$ cat config.mk
export PLATFORM = sky130hd
export DESIGN_NAME = mem_arbiter
export DESIGN_NICKNAME = d
export VERILOG_FILES = /design/src/rtl/mem_arb_pkg.sv /design/src/rtl/mem_arb_grant.sv /design/src/rtl/mem_arbiter.sv
export SDC_FILE = /design/constraint.sdc
export NUM_CORES = 1
export LEC_CHECK = 0
export BUFFER_PORTS_ARGS = -buffer_cell sky130_fd_sc_hd__buf_2
export CAP_MARGIN = 40
export CORE_MARGIN = 2
export CORE_UTILIZATION = 47
export CTS_BUF_LIST = sky130_fd_sc_hd__clkbuf_8
export CTS_CLUSTER_SIZE = 12
export DETAILED_ROUTE_END_ITERATION = 16
export GPL_TIMING_DRIVEN = 0
export PLACE_DENSITY = 0.78
export SYNTH_ARGS = -nofsm -noshare
export SYNTH_HDL_FRONTEND = slang
export SYNTH_SLANG_ARGS = --single-unit
$ cat constraint.sdc
create_clock -name clk -period 2.45 [get_ports clk]
set_input_delay 0.49 -clock clk [delete_from_list [all_inputs] [get_ports clk]]
set_output_delay 0.49 -clock clk [all_outputs]
set_load 0.03 [all_outputs]
$ cat src/rtl/mem_arb_pkg.sv
// mem_arb_pkg: shared types and constants for the two-port memory arbiter
// Contents: FSM state enum state_e (IDLE, ISSUE, WAIT, DONE), NUM_PORTS, BYTES_PER_WORD.
package mem_arb_pkg;
   localparam int NUM_PORTS = 2;
   localparam int BYTES_PER_WORD = 4;
   typedef enum logic [1:0] {IDLE, ISSUE, WAIT, DONE} state_e;
endpackage

$ cat src/rtl/mem_arb_grant.sv
// mem_arb_grant: picks which pending request the arbiter serves next
// Ports: req0/req1 (in) pending requests, last_grant (in) id granted last time,
//        grant (out) id to serve (0 = fetch port, 1 = data port).
// Macro ARB_ROUND_ROBIN_EN: simultaneous requests alternate away from last_grant;
//        when undefined, port 0 has fixed priority and last_grant is ignored.
module mem_arb_grant (
   input  logic req0,
   input  logic req1,
   input  logic last_grant,
   output logic grant
);
`ifdef ARB_ROUND_ROBIN_EN
   assign grant = (req0 && req1) ? !last_grant : !req0;
`else
   logic unused_last_grant;
   assign unused_last_grant = last_grant;
   assign grant = !req0;
`endif
endmodule

$ cat src/rtl/mem_arbiter.sv
// mem_arbiter: arbitrates two 32-bit word requesters onto a byte-wide shared memory
// Ports: clk, reset (sync, active high);
//        req0/req1, addr0/addr1, wdata0/wdata1, rwn0/rwn1 (in) requester side (1 = read);
//        ack0/ack1 (out) one-cycle completion pulse, rdata (out) read word valid with ack;
//        busy (out) high outside IDLE;
//        mem_start, mem_address, mem_data_in, mem_rwn (out), mem_data_out, mem_ready (in) memory side.
// Macro ARB_ROUND_ROBIN_EN: round-robin on simultaneous requests (default: port 0 priority).
module mem_arbiter
   import mem_arb_pkg::*;
#(
   parameter int ADDRESS_WIDTH = 8
) (
   input  logic                     clk,
   input  logic                     reset,
   input  logic                     req0,
   input  logic                     req1,
   input  logic [ADDRESS_WIDTH-1:0] addr0,
   input  logic [ADDRESS_WIDTH-1:0] addr1,
   input  logic [31:0]              wdata0,
   input  logic [31:0]              wdata1,
   input  logic                     rwn0,
   input  logic                     rwn1,
   output logic                     ack0,
   output logic                     ack1,
   output logic [31:0]              rdata,
   output logic                     busy,
   output logic                     mem_start,
   output logic [ADDRESS_WIDTH-1:0] mem_address,
   output logic [31:0]              mem_data_in,
   output logic                     mem_rwn,
   input  logic [7:0]               mem_data_out,
   input  logic                     mem_ready
);
   state_e                   state_q, state_d;
   logic [1:0]               k_q, k_d;
   logic [ADDRESS_WIDTH-1:0] addr_q, addr_d;
   logic [31:0]              wdata_q, wdata_d, rdata_q, rdata_d;
   logic                     rwn_q, rwn_d, gnt_q, gnt_d, last_grant_q, last_grant_d;
   logic                     first_q, first_d;
   logic                     gnt;

   mem_arb_grant u_grant (
      .req0       (req0),
      .req1       (req1),
      .last_grant (last_grant_q),
      .grant      (gnt)
   );

   always_ff @(posedge clk) begin
      if (reset) begin
         state_q      <= IDLE;
         k_q          <= '0;
         addr_q       <= '0;
         wdata_q      <= '0;
         rdata_q      <= '0;
         rwn_q        <= 1'b1;
         gnt_q        <= 1'b0;
         last_grant_q <= 1'b1;
         first_q      <= 1'b0;
      end else begin
         state_q      <= state_d;
         k_q          <= k_d;
         addr_q       <= addr_d;
         wdata_q      <= wdata_d;
         rdata_q      <= rdata_d;
         rwn_q        <= rwn_d;
         gnt_q        <= gnt_d;
         last_grant_q <= last_grant_d;
         first_q      <= first_d;
      end
   end

   // first_q marks the WAIT cycle right after mem_start, when the memory may still show ready
   always_comb begin
      state_d      = state_q;
      k_d          = k_q;
      addr_d       = addr_q;
      wdata_d      = wdata_q;
      rdata_d      = rdata_q;
      rwn_d        = rwn_q;
      gnt_d        = gnt_q;
      last_grant_d = last_grant_q;
      first_d      = 1'b0;
      case (state_q)
         IDLE: if (req0 || req1) begin
            gnt_d        = gnt;
            last_grant_d = gnt;
            addr_d       = gnt ? addr1 : addr0;
            wdata_d      = gnt ? wdata1 : wdata0;
            rwn_d        = gnt ? rwn1 : rwn0;
            k_d          = '0;
            state_d      = ISSUE;
         end
         ISSUE: if (mem_ready) begin
            state_d = WAIT;
            first_d = 1'b1;
         end
         WAIT: if (!first_q && mem_ready) begin
            if (rwn_q) rdata_d[{k_q, 3'b000} +: 8] = mem_data_out;
            state_d = (k_q == 2'(BYTES_PER_WORD - 1)) ? DONE : ISSUE;
            k_d     = k_q + 2'd1;
         end
         default: state_d = IDLE;
      endcase
   end

   assign busy        = state_q != IDLE;
   assign mem_start   = (state_q == ISSUE) && mem_ready;
   assign mem_address = addr_q + ADDRESS_WIDTH'(k_q);
   assign mem_data_in = {24'b0, wdata_q[{k_q, 3'b000} +: 8]};
   assign mem_rwn     = rwn_q;
   assign ack0        = (state_q == DONE) && !gnt_q;
   assign ack1        = (state_q == DONE) && gnt_q;
   assign rdata       = rdata_q;
endmodule

==> results.toml, run 1 <==
[logic_synthesis]
syn-instance-count = 445
dominantRegCellSynth = "dfxtp_1"
synth.area.top_cells = "dfxtp_1 37%, mux2i_1 9.6%, a21oi_1 8.7%"
number_of_distinct_library_cell_variants_in_the_gate_level_netlist_after_synthesis = 47
post_synth_edffs = 0
synth-warning-count = 0
post_synthesis_sequential_area_ratio_pct = 37.2
synthArstFlopShare_pct = 0
postSynthAreaPerCell_um2 = 9.57
post-synth-top-area-fraction_pct = 37.2
post-synth-top-count-cell = "dfxtp_1"
synth-seq-cells = 79
netlist.top_cell.by_area = "dfxtp_1"
syn_area_um2 = 4260
synthTopCellsByCount = "79 x dfxtp_1, 74 x a21oi_1, 41 x mux2i_1"

[routing]
vias_per_cell = 5.51
route.detailed.wl_per_inst_um = 15.7
route.final.wire_length_um = 11600
drt_first_pass_iters = 5
number_of_drc_violations_after_detailed_routing = 0
drt-initial-drc-count = 216
dr_total_vias = 4082
ant_nets = 0

[outcome]
status = "complete, no violations"

[final_layout]
layout-area-overhead-vs-synth_pct = 30.5
multi_input_area_um2 = 2320
antenna_cells = 0
ratio_of_cells_with_drive_above_1_in_the_final_layout_pct = 39.8
stdcell_count = 741
final.fill_count = 763
finish.net_count = 731
finish.utilization_pct = 63.4
total_area_of_sequential_cells_um2 = 1590

[clock_tree]
ctsHoldBuffers = 0
clk_latency_ns = 0.35
clock_slew_at_the_register_clock_pins_of_the_worst_setup_and_hold_paths_ns = 0.09
htree_levels = 3
tritoncts_clock_tree = "built"
root_buffer = "clkbuf_8"
cts-buffers-inserted = 9
cts_sinks = 79
clock_path_buffers = 2

[setup_path]
timing.reg2reg.worst_path_depth = 7
timing.critical_path.max_delay_family = "adder cells"
critical_path_buffers_and_inverters = 3
cp_data_arrival_time_ns = 1.88
worstPathMaxFanout = 3
critical_path_class = "flip-flop to output pin"
endpoint_kind = "output pin"
crit_cells = 6
start_kind = "flip-flop"
crit_path_max_incr_delay_ns = 0.44
slowest_stage_cell_on_the_critical_path = "fa_2"
timing.critical_path.required_ns = 1.96
path_cells = "buf_8, clkinvlp_4, fa_2, nor3_4, xor2_2, buf_6"

[placement]
hpwl_um = 8890
globalplace.congestion = 0.857
dp_slack_ns = -0.157
placed_cells_incl_taps = 721
io_buffer_count = 145

[global_routing]
grt_antenna_before_repair = 0
grt_start_max_net_pins = 14
grt_usage_pct = 23.1
grt_remaining_overflow = 0
wire_length_of_the_first_global_routing_pass_um = 18400
grt_pass1_vias = 3908

[floorplan]
rows = 34
chipWidth_um = 99.2
floorplan.die_area_um2 = 9830
io_pins = 172
die_h_um = 99.2
floorplan.initialDensity_pct = 48.6
core_um2 = 8760

[worst_hold_path]
holdPathStages = 3
worstHoldPathType = "input port to flip-flop"

[timing]
worst_slew_margin_rel_pct = 58.5
finalMaxSlewViolations = 0
timing.final.setup_violations = 0
finalCriticalPeriod_ns = 2.37
setup_total_negative_slack_ns = 0
clock.fmax_mhz = 422
setup_repair_after_global_routing_missed_its_margin = "false"
finClkSkew_ns = 0.0114
max_slew.worst_pin.slew_ns = 0.622
report.final.hold_viol_count = 0
fin_ws_ns = 0.0790
final_min_period_over_clock_period_pct = 96.8

[pwr]
powerDensity_nw_per_um2 = 628
ir_worst_vdd_mv = 0.341
static-leakage-power_nw = 2.54
finalPower_mw = 3.49

[run]
drv.max_cap_violation_count = 0
==> registers in the layout, summed over array words and instances, names as in the netlist <==
register  flops
addr_q        8
first_q       1
gnt_q         1
k_q           2
mem_rwn       1
rdata        32
state_q       2
wdata_q      32
==> layout make-up <==
| class | count | area share [%] |
|---|---|---|
| clock inverter | 7 | 2.46 |
| tap | 108 | 2.43 |
| multi-input combinational | 314 | 41.7 |
| inverter | 9 | 0.676 |
| timing repair buffer | 149 | 13.8 |
| sequential | 79 | 28.6 |
| clock buffer | 9 | 2.23 |
| buffer | 66 | 8.16 |
==> final timing paths <==
path,start,to,slack [ns]
setup / recovery,k_q[1],mem_address[6],0.08
hold / removal,mem_data_out[4],rdata[12],0.45
setup reg to reg,k_q[0],rdata[23],0.17
hold reg to reg,rdata[26],rdata[26],0.48
==> worst min-delay path, delay by kind of cell <==
family | cells | cell delay [ns]
simple gates | 1 | 0.07
compound gates | 1 | 0.06
buf+inv | 1 | 0.13
==> cell usage in the layout (no fill, tap or decap), types with 9 or more instances in the layout <==
cell,n
buf_2,160
dfxtp_1,77
a21oi_1,74
mux2i_1,41
nand4_1,33
buf_4,32
a211oi_1,31
o21ai_1,30
conb_1,24
clkbuf_8,10
a211oi_2,10
inv_1,9
buf_6,9
clkbuf_1,9
==> through the flow <==
| stage | cell area (um^2) | hold WS, ns |
|---|---|---|
| 2_1_floorplan | 4350 | 0.490 |
| 3_3_place_gp | 5210 | 0.464 |
| 6_report | 5550 | 0.453 |
| 5_1_grt | 5550 | 0.453 |
| 4_1_cts | 5500 | 0.447 |
| 3_5_place_dp | 5210 | 0.470 |
==> logic make-up (layout without fill, tap and decap cells) <==
kind of cell | Yosys count | in the layout | synth area share, %
simple gates | 74 | 74 | 11.9
other cells | 1 | 24 | 0.0881
compound gates | 153 | 153 | 22.0
buf+inv | 75 | 240 | 11.2
xor+xnor | 6 | 6 | 1.23
mux | 49 | 49 | 14.0
flops | 79 | 79 | 37.2
fa+ha+maj | 8 | 8 | 2.53
==> per-layer routing <==
| layer | GRT usage [%] | vias up | part of all wire (%) |
|---|---|---|---|
| met1 | 28.9 | 1870 | 43 |
| met2 | 39.2 | 189 | 48 |
| met3 | 4.15 | 26 | 7.2 |
| met4 | 9.91 | 0 | 2.4 |
| met5 | 0 | - | 0 |
| li1 | - | 1997 | - |
==> power breakdown <==
part / internal [mW] / total (mW) / switching, mW
logic: 0.317 / 0.781 / 0.464
registers: 1.37 / 1.44 / 0.0703
clock network: 0.777 / 1.26 / 0.483
total: 2.47 / 3.49 / 1.02
==> timing repair <==
| item | CTS | global route |
|---|---|---|
| buffers inserted | 0 | 4 |
| pin swaps | 2 | 3 |
| resized for setup | 8 | 6 |
| endpoints found under the setup margin | 4 | 11 |
Note: power is estimated with default switching activity, not from simulation.
==> run 2, diff against run 1 <==
Clock period 2.45 ns to 2.95 ns, I/O delays scaled along.
==> results.toml, run 2 (synthesized netlist as in run 1, its figures left out) <==
[timing]
finalMaxSlewViolations = 0
max_slew.worst_pin.slew_ns = 0.648
worst_slew_margin_rel_pct = 56.8
setup_repair_after_global_routing_missed_its_margin = "false"
final_min_period_over_clock_period_pct = 94.9
setup_total_negative_slack_ns = 0
fin_ws_ns = 0.149
finClkSkew_ns = 0.00850
timing.final.setup_violations = 0
report.final.hold_viol_count = 0
clock.fmax_mhz = 357
finalCriticalPeriod_ns = 2.80

[floorplan]
core_um2 = 8760
rows = 34
chipWidth_um = 99.2
io_pins = 172
die_h_um = 99.2
floorplan.initialDensity_pct = 48.6
floorplan.die_area_um2 = 9830

[pwr]
power.combinational.fraction_pct = 24.3
switching_power_mw = 0.846
sw_frac_of_total_pct = 32.0
powerDensity_nw_per_um2 = 487
static-leakage-power_nw = 2.47
pwr-share-clk_pct = 30.4
p_int_mw = 1.79
ir_worst_vdd_mv = 0.241
sequential_share_of_power_pct = 45.3

[placement]
placed_cells_incl_taps = 721
dp_slack_ns = 0.00734
hpwl_um = 8650
io_buffer_count = 145
post_detailed_placement_cell_area_um2 = 5200
globalplace.congestion = 0.833

[setup_path]
endpoint_kind = "output pin"
crit_path_max_incr_delay_ns = 0.50
worst_r2r_startpoint = "k_q[0]"
critical_path_buffers_and_inverters = 3
start_kind = "flip-flop"
timing.critical_path.max_delay_family = "buffers and inverters"
timing.reg2reg.worst_path_depth = 7
cp_data_arrival_time_ns = 2.21
timing.critical_path.required_ns = 2.36
critical_path_class = "flip-flop to output pin"
worstPathMaxFanout = 10
path_cells = "clkbuf_8, inv_1, fa_1, nor3_2, xor2_1, buf_2"
worst_r2r_endpoint = "rdata[28]"
slowest_stage_cell_on_the_critical_path = "fa_1"
ff2ff_setup_slack_ns = 0.58

[clock_tree]
root_buffer = "clkbuf_8"
clk_latency_ns = 0.35
cts-buffers-inserted = 9
cts_resized = 3
clock_path_buffers = 2
htree_levels = 3
ctsHoldBuffers = 0
post-cts-setup-buffer-count = 0
tritoncts_clock_tree = "built"
cts_sinks = 79
clock_slew_at_the_register_clock_pins_of_the_worst_setup_and_hold_paths_ns = 0.09

[final_layout]
final_design_area_no_fill_um2 = 5420
finish.net_count = 727
layout_commonest_cell = "buf_2"
layout-area-overhead-vs-synth_pct = 27.2
final.fill_count = 804
antenna_cells = 0
stdcell_count = 737
most-common-layout-cells = "162 x buf_2, 78 x dfxtp_1, 74 x a21oi_1"
ratio_of_cells_with_drive_above_1_in_the_final_layout_pct = 39.0
finish.utilization_pct = 61.8

[worst_hold_path]
worstHoldPathType = "flip-flop to flip-flop"
min_delay_worst_endpoint = "rdata[2]"
hold_path_startpoint = "rdata[2]"
holdPathStages = 2

[routing]
route.detailed.wl_per_inst_um = 15.2
number_of_drc_violations_after_detailed_routing = 0
drt-initial-drc-count = 178
ant_nets = 0
route.final.wire_length_um = 11200
vias_per_cell = 5.46
dr_total_vias = 4023
drt_first_pass_iters = 6

[global_routing]
grt_pass1_vias = 3784
grt_antenna_before_repair = 0
grt_remaining_overflow = 0
wire_length_of_the_first_global_routing_pass_um = 18000
grt_usage_pct = 22.6
grt_start_max_net_pins = 15

[run]
drv.max_cap_violation_count = 0

[outcome]
status = "complete, no violations"
run 2: cell count changes in the layout (fill, tap and decap cells not counted), moves of 2 or more:
cell,delta
buf_4,-5
bufinv_16,-3
buf_2,+2
clkinv_4,+2
run 2: stage by stage:
stage               hold WS [ns]  total power, mW
floorplan                  0.490             1.67
global placement           0.463             1.84
detailed placement         0.468             1.86
CTS                        0.477             2.65
global route               0.499             2.76
finish                     0.479             2.64
run 2: area by class of cell:
cell class                 instances  area, um^2  area share (%)
buffer                            66         452            8.34
clock buffer                       9         124            2.29
clock inverter                     7        72.6            1.34
inverter                           9        33.8           0.624
multi-input combinational        314        2290            42.3
sequential                        79        1580            29.2
tap                              108         135            2.49
timing repair buffer             145         726            13.4
run 2: power by group through the flow:
stage          logic, mW  clock network, mW  registers, mW
6_report           0.641              0.802           1.20
5_1_grt            0.696              0.854           1.21
4_1_cts            0.640              0.812           1.20
3_5_place_dp       0.639                  0           1.22
3_3_place_gp       0.624                  0           1.22
2_1_floorplan      0.462                  0           1.21
run 2: layer usage:
layer	global-route usage [%]	wire (um)
met2	37.5	5260
met3	3.65	898
met5	0	0
met4	9.38	239
met1	29.4	4780
run 2: worst max path at each step:
stage	startpoint	endpoint	slack [ns]	cells past startpoint
2_1_floorplan	k_q[1]	mem_address[6]	0.29	5
3_3_place_gp	k_q[1]	mem_address[6]	0.07	6
3_5_place_dp	k_q[1]	mem_address[6]	0.007	6
4_1_cts	k_q[1]	mem_address[6]	0.02	6
5_1_grt	k_q[1]	mem_address[6]	0.04	6
6_report	k_q[1]	mem_address[6]	0.15	6
run 2: worst register-to-register path, cell delays in order (launching register included):
cell and delay, ns:
dfxtp_1 0.43, buf_6 0.19, clkbuf_8 0.22, inv_1 0.11
ha_1 0.42, nor4b_2 0.60, nand4_1 0.16, a21oi_1 0.17
==> run 3, diff against run 2 <==
Settings changed: SETUP_SLACK_MARGIN set to 0.4.
Clock period 2.95 ns to 2.7 ns, I/O delays scaled along.
==> results.toml, run 3 (synthesized netlist as in run 1, its figures left out) <==
[routing]
dr_total_vias = 4082
ant_nets = 0
drt-initial-drc-count = 146
vias_per_cell = 5.51
drt_first_pass_iters = 5
route.detailed.wl_per_inst_um = 15.6
number_of_drc_violations_after_detailed_routing = 0
route.final.wire_length_um = 11600

[setup_path]
worst_r2r_startpoint = "k_q[0]"
timing.critical_path.required_ns = 2.16
path_cells = "ha_4, inv_2, fa_2, nor3_4, xor2_2, buf_6"
timing.critical_path.max_delay_family = "adder cells"
crit_path_max_incr_delay_ns = 0.43
slowest_stage_cell_on_the_critical_path = "fa_2"
critical_path_class = "flip-flop to output pin"
cp_data_arrival_time_ns = 1.81
start_point_of_the_critical_path = "k_q[0]"
start_kind = "flip-flop"
worstPathMaxFanout = 3
endpoint_kind = "output pin"
critical_path_buffers_and_inverters = 2

[clock_tree]
ctsHoldBuffers = 0
tritoncts_clock_tree = "built"
cts-buffers-inserted = 9
clock_slew_at_the_register_clock_pins_of_the_worst_setup_and_hold_paths_ns = 0.08
clock_path_buffers = 2
cts_sinks = 79
htree_levels = 3
clk_latency_ns = 0.35
root_buffer = "clkbuf_8"

[global_routing]
gr-usage-met2_pct = 39.3
grt_pass1_vias = 3991
most_crowded_layer_gr = "met2"
grt_use_met3_pct = 3.09
grt_start_max_net_pins = 14
globalRouteMet1Util_pct = 29.5
grt_antenna_before_repair = 0
grt_remaining_overflow = 0
wire_length_of_the_first_global_routing_pass_um = 18500
grt_usage_pct = 23.3

[floorplan]
die_h_um = 99.2
io_pins = 172
floorplan.initialDensity_pct = 48.6
core_um2 = 8760
floorplan.die_area_um2 = 9830
rows = 34
chipWidth_um = 99.2

[final_layout]
ratio_of_cells_with_drive_above_1_in_the_final_layout_pct = 40.9
total_area_of_sequential_cells_um2 = 1590
finish.net_count = 732
final.fill_count = 757
layout_commonest_cell = "buf_2"
antenna_cells = 0
most-common-layout-cells = "154 x buf_2, 76 x dfxtp_1, 74 x a21oi_1"
multi_input_area_um2 = 2350
layout-area-overhead-vs-synth_pct = 30.3

[pwr]
static-leakage-power_nw = 2.51
ir_worst_vdd_mv = 0.295
powerDensity_nw_per_um2 = 509

[outcome]
status = "complete, no violations"

[timing]
finalCriticalPeriod_ns = 2.35
max_slew.worst_pin.slew_ns = 0.622
worst_slew_margin_rel_pct = 58.5
setup_total_negative_slack_ns = 0
report.final.hold_viol_count = 0
finalMaxSlewViolations = 0
clock.fmax_mhz = 425
setup_repair_after_global_routing_missed_its_margin = "true"
timing.final.setup_violations = 0
fin_ws_ns = 0.347
finClkSkew_ns = 0.0110
final_min_period_over_clock_period_pct = 87.1

[placement]
dp_slack_ns = 0.115
io_buffer_count = 145
globalplace.congestion = 0.846
hpwl_um = 8900

[worst_hold_path]
hold_path_startpoint = "rdata[4]"
worstHoldPathType = "flip-flop to flip-flop"

[run]
drv.max_cap_violation_count = 0
[run 3: changes by cell type in the layout (fill, tap and decap cells not counted), sizes merged]
cell / delta
bufinv: -1
clkbuf: +1
inv: -2
clkinv: -1
buf: +5
clkinvlp: +2
[run 3: power breakdown]
group | total, mW | switching, mW | internal, mW
registers | 1.31 | 0.0655 | 1.25
logic | 0.722 | 0.424 | 0.298
clock network | 0.790 | 0.437 | 0.354
[run 3: routing by layer]
layer / vias to the layer above / wire [um]
li1: 1989 / -
met1: 1879 / 4840
met2: 186 / 5590
met3: 28 / 829
met4: 0 / 336
met5: - / 0
[run 3: worst register-to-register path, stage by stage, from the launching register on]
cell,delay [ns]
dfxtp_4,0.39
buf_8,0.15
clkbuf_16,0.18
inv_1,0.09
ha_1,0.48
nor4b_4,0.26
buf_4,0.19
nand4_1,0.14
a21oi_1,0.18
[run 3: stage by stage]
step                      utilization, %  std cells  hold slack, ns  instance area, um^2  total power [mW]
after floorplan                        -        468           0.490                 4360              1.83
after global placement              59.6        721           0.464                 5230              2.01
after detailed placement            59.6        721           0.472                 5230              2.04
after CTS                           63.0        740           0.482                 5520              2.81
after global routing                63.3        741           0.486                 5550              2.94
final                               63.3        741           0.477                 5550              2.82
[run 3: area by class of cell]
class / count / share of cell area [%]
plain buffers: 66 / 8.62
clock buffers: 10 / 2.48
clock inverters: 5 / 0.654
inverters: 9 / 0.677
multi-input cells: 314 / 42.3
flip-flops and latches: 79 / 28.7
well taps: 108 / 2.44
repair buffers: 150 / 14.2
[run 3: what timing repair did]
action                                 in CTS  in global routing
pin swaps                                   3                  1
buffers inserted                            4                  1
setup endpoints to repair                  16                 15
resized for setup                          25                  3
endpoints found under the hold margin       0                  0
[run 3: worst paths after layout]
kind               endpoint  slack, ns  depth (start not counted)
max reg2reg       rdata[23]       0.58                          8
min reg2reg        rdata[4]       0.48                          2
max          mem_address[6]       0.35                          6
min                rdata[4]       0.48                          2
